==> src/rtl/executor_move_seq.sv <==
// Multi-step move executor: walks the active tile up to N cells (or until blocked),
// handshaking with the collision map after every written position.
package executor_move_seq_pkg;
    typedef enum logic [1:0] {
        eNonDir = 2'd0,
        eDown   = 2'd1,
        eLeft   = 2'd2,
        eRight  = 2'd3
    } direction_e;
endpackage

module executor_move_seq
    import executor_move_seq_pkg::*;
#(
    parameter  int width_p     = 16,
    parameter  int height_p    = 32,
    parameter  int max_steps_p = 15,
    localparam int x_w         = $clog2(width_p) + 1,
    localparam int y_w         = $clog2(height_p) + 1,
    localparam int pos_w       = x_w + y_w,
    localparam int steps_w     = $clog2(max_steps_p + 1),
    localparam int count_w     = $clog2(height_p + 1)
) (
    input  logic               clk_i,
    input  logic               reset_n_i,
    input  logic               v_i,
    output logic               ready_o,
    input  direction_e         direction_i,
    input  logic [steps_w-1:0] steps_i,
    input  logic               abort_i,
    input  logic [pos_w-1:0]   pos_i,
    input  logic [2:0]         move_avail_i,
    input  logic               cm_is_ready_i,
    output logic [pos_w-1:0]   new_pos_o,
    output logic               new_pos_v_o,
    output logic               done_o,
    output logic [count_w-1:0] steps_done_o,
    output logic               blocked_o
);

    // Positions travel as packed {x, y}.
    typedef struct packed {
        logic [x_w-1:0] x;
        logic [y_w-1:0] y;
    } point_t;

    typedef enum logic [2:0] {eIDLE, eCheck, eWrite, eWaiting, eDone} state_e;

    state_e             state_q, state_d;
    direction_e         dir_q, dir_d;
    point_t             pos_q, pos_d;
    logic [steps_w-1:0] remaining_q, remaining_d;
    logic               unlimited_q, unlimited_d;
    logic [count_w-1:0] count_q, count_d;
    logic               blocked_q, blocked_d;

    logic               avail;
    logic [count_w-1:0] limit;
    logic               exhausted;

    always_ff @(posedge clk_i) begin
        // NOTE: sequential state uses non-blocking assignments so every register
        // samples the pre-edge values of the others.
        if (!reset_n_i) begin
            state_q     <= eIDLE;
            dir_q       <= eNonDir;
            pos_q       <= '0;
            remaining_q <= '0;
            unlimited_q <= 1'b0;
            count_q     <= '0;
            blocked_q   <= 1'b0;
        end else begin
            state_q     <= state_d;
            dir_q       <= dir_d;
            pos_q       <= pos_d;
            remaining_q <= remaining_d;
            unlimited_q <= unlimited_d;
            count_q     <= count_d;
            blocked_q   <= blocked_d;
        end
    end

    always_comb begin
        // NOTE: every signal gets a default first so no path leaves one unassigned,
        // which would otherwise infer a latch.
        state_d     = state_q;
        dir_d       = dir_q;
        pos_d       = pos_q;
        remaining_d = remaining_q;
        unlimited_d = unlimited_q;
        count_d     = count_q;
        blocked_d   = blocked_q;
        avail       = 1'b0;
        limit       = count_w'(height_p);

        unique case (dir_q)
            eDown:   begin avail = move_avail_i[2]; limit = count_w'(height_p); end
            eLeft:   begin avail = move_avail_i[0]; limit = count_w'(width_p);  end
            eRight:  begin avail = move_avail_i[1]; limit = count_w'(width_p);  end
            default: begin avail = 1'b0;            limit = count_w'(height_p); end
        endcase

        // Unlimited runs stop at the playfield extent so a broken map cannot spin forever.
        exhausted = unlimited_q ? (count_q == limit) : (remaining_q == '0);

        unique case (state_q)
            eIDLE: begin
                if (v_i) begin
                    dir_d       = direction_i;
                    pos_d       = point_t'(pos_i);
                    remaining_d = steps_i;
                    unlimited_d = (steps_i == '0);
                    count_d     = '0;
                    blocked_d   = 1'b0;
                    state_d     = eCheck;
                end
            end
            eCheck: begin
                if (abort_i) begin
                    state_d = eDone;
                end else if (!avail) begin
                    blocked_d = (dir_q != eNonDir);
                    state_d   = eDone;
                end else if (exhausted) begin
                    state_d = eDone;
                end else begin
                    unique case (dir_q)
                        eDown:   pos_d.y = pos_q.y + y_w'(1);
                        eLeft:   pos_d.x = pos_q.x - x_w'(1);
                        eRight:  pos_d.x = pos_q.x + x_w'(1);
                        default: pos_d   = pos_q;
                    endcase
                    count_d = count_q + count_w'(1);
                    if (!unlimited_q) remaining_d = remaining_q - steps_w'(1);
                    state_d = eWrite;
                end
            end
            eWrite:   state_d = eWaiting;
            eWaiting: if (cm_is_ready_i) state_d = eCheck;
            eDone:    state_d = eIDLE;
            default:  state_d = eIDLE;
        endcase
    end

    assign ready_o      = (state_q == eIDLE);
    assign new_pos_v_o  = (state_q == eWrite);
    assign done_o       = (state_q == eDone);
    assign new_pos_o    = pos_q;
    assign steps_done_o = count_q;
    assign blocked_o    = blocked_q;

endmodule

==> config.mk <==
export PLATFORM = sky130hd
export DESIGN_NAME = executor_move_seq
export DESIGN_NICKNAME = d
export VERILOG_FILES = /design/src/rtl/executor_move_seq.sv
export SDC_FILE = /design/constraint.sdc
export NUM_CORES = 1
export LEC_CHECK = 0
export CAP_MARGIN = 10
export CORE_MARGIN = 1.5
export CORE_UTILIZATION = 48
export CTS_CLUSTER_DIAMETER = 40
export DETAILED_ROUTE_END_ITERATION = 16
export PLACE_DENSITY = 0.75
export SLEW_MARGIN = 40
export SYNTH_ARGS = -nofsm -noshare
export SYNTH_HDL_FRONTEND = slang
export SYNTH_SLANG_ARGS = --single-unit
==> constraint.sdc <==
create_clock -name clk_i -period 2.6 [get_ports clk_i]
set_input_delay 0.52 -clock clk_i [delete_from_list [all_inputs] [get_ports clk_i]]
set_output_delay 0.52 -clock clk_i [all_outputs]
set_load 0.1 [all_outputs]
## Word-level counts from Yosys, hierarchy flattened

Index checks and enable logic that the tools add are counted.

| operators by class | value |
|---|---|
| mux-type cells | 31 |
| reduce and logical (&&, ||, !) cells | 13 |
| $add $sub $neg | 5 |
| equality and inequality tests | 17 |

Operators by type and width:

| cell | count |
|---|---|
| 11-bit two-way mux | 4 |
| 6-bit two-way mux | 6 |
| 11-bit one-hot mux with 2 select lines | 1 |
| 4-bit two-way mux | 5 |
| 6-bit AND reduction | 3 |
| 3-bit two-way mux | 5 |
| 2-bit != test, second input constant | 7 |
| 6-bit by 1-bit adder with 6-bit output, second input constant | 2 |
| 3-bit one-hot mux with 4 select lines | 1 |
| 6-bit one-hot mux with 2 select lines | 1 |
| 5-bit one-hot mux with 2 select lines | 1 |
| 4-bit zero test | 2 |
| 4-bit one-hot mux with 2 select lines | 1 |
| 3-bit by 2-bit == test with 1-bit output, second input constant | 2 |
| 6-bit == test | 1 |
| 5-bit by 1-bit adder with 5-bit output, second input constant | 1 |
| 5-bit AND reduction | 1 |
| 5-bit by 1-bit subtractor with 5-bit output, second input constant | 1 |
| 2-bit == test, second input constant | 2 |
| 1-bit two-way mux | 4 |
| 2-bit AND reduction | 2 |
| 4-bit AND reduction | 1 |
| 2-bit nonzero test | 2 |
| 4-bit by 1-bit subtractor with 4-bit output, second input constant | 1 |
| other kinds (9) | 9 |

| word-level totals | value |
|---|---|
| bits of input ports | 25 |
| word-level logic and storage cells | 74 |
| flip-flop bits (word level) | 28 |

## Longest topological paths before layout

| depth | value |
|---|---|
| depth in word-level cells | 9 |
| gate-level depth with buffers | 9 |
| mapped depth without buffers | 8 |

## Least setup slack after synthesis

No wires, ideal clock.

| path | value |
|---|---|
| kind | reg-to-reg |
| start point | register state_q[0] |
| end point | register remaining_q[0] |
| period minus slack after synthesis | 3.828 ns |
| library setup time | 0.074 ns |
| cell stages (with the launch flop) | 7 |
| data arrival time | 3.753 ns |
| path slack | -1.228 ns |
| cells stage by stage | dfxtp_1 -> nor3_1 -> and2_1 -> clkbuf_1 -> a31oi_1 -> or3_1 -> a31oi_1 |

| on the way | value |
|---|---|
| word-level cells in the longest chain between the ends | 3 |

RTL lines:

| element | RTL line | RTL |
|---|---|---|
| start: declaration | 49 | `state_e state_q, state_d;` |
| start signal: assignment | 65 | `state_q <= eIDLE;` |
| start signal: assignment | 73 | `state_q <= state_d;` |
| 3-bit zero test * | -- |  |
| named net ready_o | 27 | `output logic ready_o,` |
| 2-bit != test (no line) / 2-bit nonzero test (equally long branches) | -- |  |
| 6-bit AND reduction (no line) | -- |  |
| end signal: assignment | 76 | `remaining_q <= remaining_d;` |
| end: declaration | 52 | `logic [steps_w-1:0] remaining_q, remaining_d;` |

The timed path passes the listed nets; every way through them passes the cells marked *.
A chain may end at the register's enable or synchronous reset.

## Worst setup path in the final report

| path | value |
|---|---|
| start point | register remaining_q[0] |
| end point | register count_q[5], in the netlist steps_done_o[5] |

| on the way | value |
|---|---|
| word-level cells in the longest chain between the ends | 4 |

RTL lines:

| element | RTL line | RTL |
|---|---|---|
| 4-bit zero test | 104 | `exhausted = unlimited_q ? (count_q == limit) : (remaining_q == '0);` |
| 1-bit two-way mux | 104 |  |
| 2-bit != test (no line) | -- |  |
| 5-bit AND reduction (no line) | -- |  |
| end signal: assignment | 78 | `count_q <= count_d;` |
| end: declaration | 54 | `logic [count_w-1:0] count_q, count_d;` |

No other way between the ends.

==> flow_metrics.tcl <==
set metrics [dict create \
    status "complete, no violations" \
    vias 1750 \
    max_freq_ghz 0.4300 \
    synthMuxAreaShare_pct 3.154 \
    synth-compound-area-share_pct 25.52 \
    power_frac_comb_pct 35.8 \
    synth-xor-area-share_pct 2.509 \
    dpl.hpwl_mm 3.211 \
    die-area_mm2 0.004007 \
    viasPerCell 5.573 \
    cts_tree "built" \
    min_from "blocked_o$_SDFFE_PN0P_" \
    clkSinkCount 28 \
    avgRoutedWirePerCell_um 13.87 \
    finalClockSkew_ns 0.006048 \
    arrival_ns 2.56 \
    ant_nets 0 \
    ctsResizeCount 0 \
    clk_pin_slew_worst_paths_ns 0.13 \
    grt-ovfl-total 0 \
    final_core_utilization_pct 66.48 \
    diodes 0 \
    r2r_start "remaining_q[0]$_SDFFE_PN0P_" \
    gp_congestion 0.8032 \
    hold_depth 2 \
    r2r_cells 8 \
    core_area_mm2 0.003416 \
    cts_inserted_buffers 3 \
    critical_path_class "reg -> reg" \
    switching_share_pct 37.86 \
    ys_ff_latch 28 \
    worstSkewPairLatency_ns 0.33 \
    p_sw_uw 387.5 \
    ys_warn_count 0 \
    pwr-share-seq_pct 47.0 \
    drive_gt1_share_pct 17.16 \
    cp-start-kind "flop" \
    die_y_um 63.30 \
    area_delta_synth_final_pct 30.11 \
    syn_area_mm2 0.001745 \
    max-vdd-ir-drop_v 0.0003433 \
    cp_data_required_time_ns 2.83 \
    synth_top_family_by_area "simple AND/OR/NAND/NOR gates" \
    fp.dieW_um 63.30 \
    cts.path.max_buffers 2 \
    routed_wl_mm 4.354 \
    cts_hold_buffers 0 \
    rr_endpoint "steps_done_o[5]$_SDFFE_PN0P_" \
    synthFlopType "dfxtp_1" \
    power_density_mw_per_mm2 450.8 \
    worstMarginPinSlew_ns 0.4514 \
    p_clk_share_pct 17.1 \
    finalCritPeriodShare_pct 89.45 \
    yosys.area_share.simple_pct 26.74 \
    period_needed_ns 2.326 \
    grt_pass1_vias 1568 \
    min_to "blocked_o$_SDFFE_PN0P_" \
    rows 21 \
    grtUsageTotal_pct 22.55 \
    power.leakage_uw 0.0009092 \
    fin_cells 314 \
    cts_root_buf "clkbuf_4" \
    cp_max_fo 7 \
    hold_path_class "reg -> reg" \
    synth_edf_count 0 \
    syn_nets 251 \
    start_util_pct 51.10 \
    io_buffers 45 \
    slew_viol_final 0 \
    ios 46 \
    maxCapViolations 0 \
    placedCellCount 311 \
    yosys.area_share.adder_pct 4.301 \
    cts_setup_buffers 0 \
    drc 0 \
    drt_pass1_iterations 4 \
    r2r_slack_ns 0.27 \
    grt_pass1_wl_mm 7.265 \
    setup_viol 0 \
    hold_violations 0 \
    avgSynthCellArea_um2 7.934 \
    async_flop_share_pct 0 \
    grt_start_max_net_pins 27 \
    synth-seq-area-share_pct 32.11 \
    drt_iter0_markers 60 \
    totalPowerFinal_uw 1024 \
    final_nets 301 \
    htree_levels 1 \
    synthCells 220 \
    antenna_found_initial 0 \
    relSlewSlack_pct 69.53 \
    rsz0062_at_grt "no" \
    synth.distinct_cells 52 \
    internal-power_uw 636.2 \
    end_kind "flop" \
    fin_setup_tns_ns 0 \
]
==> state kept, by name (all words and copies together), names as in the netlist <==
register and flops:
new_pos_o 11, dir_q 2, unlimited_q 1, state_q 3, steps_done_o 6, blocked_o 1, remaining_q 4
==> cell type report <==
type,instances,area (µm²)
sequential,28,560.5
tap,46,57.56
fill,301,1145
inverter,11,41.29
timing repair buffer,57,488.0
multi-input combinational,169,1101
clock buffer,3,22.52
==> power groups by stage <==
| stage | combinational (µW) | clock [µW] | sequential (µW) |
|---|---|---|---|
| global route | 396 | 196 | 486 |
| CTS | 368 | 180 | 481 |
| global placement | 364 | 0 | 490 |
| detailed placement | 366 | 0 | 490 |
| finish | 367 | 175 | 481 |
| floorplan | 156 | 0 | 587 |
==> per-stage QoR <==
step	worst slack, ns	hold WS, ns	cell area [µm²]
2_1_floorplan	-0.3124	0.4581	1760
3_3_place_gp	0.2097	0.4689	2248
3_5_place_dp	0.1654	0.4705	2248
4_1_cts	0.2815	0.4883	2271
5_1_grt	0.09668	0.5020	2271
6_report	0.2743	0.4836	2271
==> logic make-up after synthesis <==
| logic type | after synthesis |
|---|---|
| and+or+nand+nor | 92 |
| AOI/OAI and AO/OA | 61 |
| DFF | 28 |
| buffers and inverters | 23 |
| adders and majority gates | 6 |
| xor gates and xnor gates | 5 |
| muxes | 5 |
==> synth_stat cells (all sizes together) (2+ instances only) <==
cell,number,area [µm²]
a21oi,13,68.82
dfxtp,28,560.5
xor2,2,17.52
a31oi,2,12.51
o31a,2,17.52
nor3b,4,30.03
o211a,2,20.02
o2111ai,6,58.80
nor4,3,33.78
nand4,3,18.77
xnor2,3,26.28
a221oi,2,17.52
o21ai,10,50.05
nor3,4,20.02
mux2i,4,40.04
and3,4,25.02
ha,6,75.07
or3,2,12.51
o211ai,4,30.03
o31ai,4,30.03
nand2b,2,12.51
nand2,36,135.1
a211oi,6,45.04
clkbuf,9,33.78
o41ai,2,25.03
buf,3,23.77
nor2,15,56.30
and2,4,25.02
nand3,7,35.03
inv,11,41.29
nand3b,2,15.01
==> cells in the final DEF (no fill, tap or decap), types with 4 or more instances in the layout <==
cell type         n
nand2_1          36
buf_4            33
dfxtp_1          28
clkdlybuf4s50_1  24
nor2_1           15
a21oi_1          12
inv_1            11
o21ai_0          10
nand3_1           7
a211oi_1          6
ha_1              6
o2111ai_1         5
mux2i_1           4
and3_1            4
and2_1            4
o31ai_1           4
o211ai_1          4
==> worst max-delay path by stage <==
| stage | startpoint | end | slack [ns] | cells after the start |
|---|---|---|---|---|
| finish | remaining_q[0]$_SDFFE_PN0P_ | steps_done_o[5]$_SDFFE_PN0P_ | 0.27 | 8 |
| global route | remaining_q[0]$_SDFFE_PN0P_ | new_pos_o[9]$_SDFFE_PN0P_ | 0.1 | 8 |
| CTS | remaining_q[0]$_SDFFE_PN0P_ | steps_done_o[5]$_SDFFE_PN0P_ | 0.28 | 8 |
| detailed placement | abort_i | steps_done_o[5]$_SDFFE_PN0P_ | 0.17 | 5 |
| global placement | abort_i | steps_done_o[5]$_SDFFE_PN0P_ | 0.21 | 5 |
| floorplan | state_q[0]$_SDFFE_PN0P_ | remaining_q[0]$_SDFFE_PN0P_ | -0.31 | 6 |
==> critical path: stages, from the launching register on <==
cell and delay (ns):
dfxtp_1 0.41, inv_1 0.06, ha_1 0.22, nor4b_1 0.16, buf_4 0.15, nor4_4 0.34
and3_1 0.40, o2111ai_2 0.18, mux2_4 0.31
==> per-layer routing <==
metal  track usage [%]  up-vias  share of wire, %
li1                  -      899                 -
met1             31.11      809                49
met2             36.30       40                46
met3             4.643        2               4.6
met4             5.163        0              0.67
met5                 0        -                 0
(Power assumes the default switching activity.)
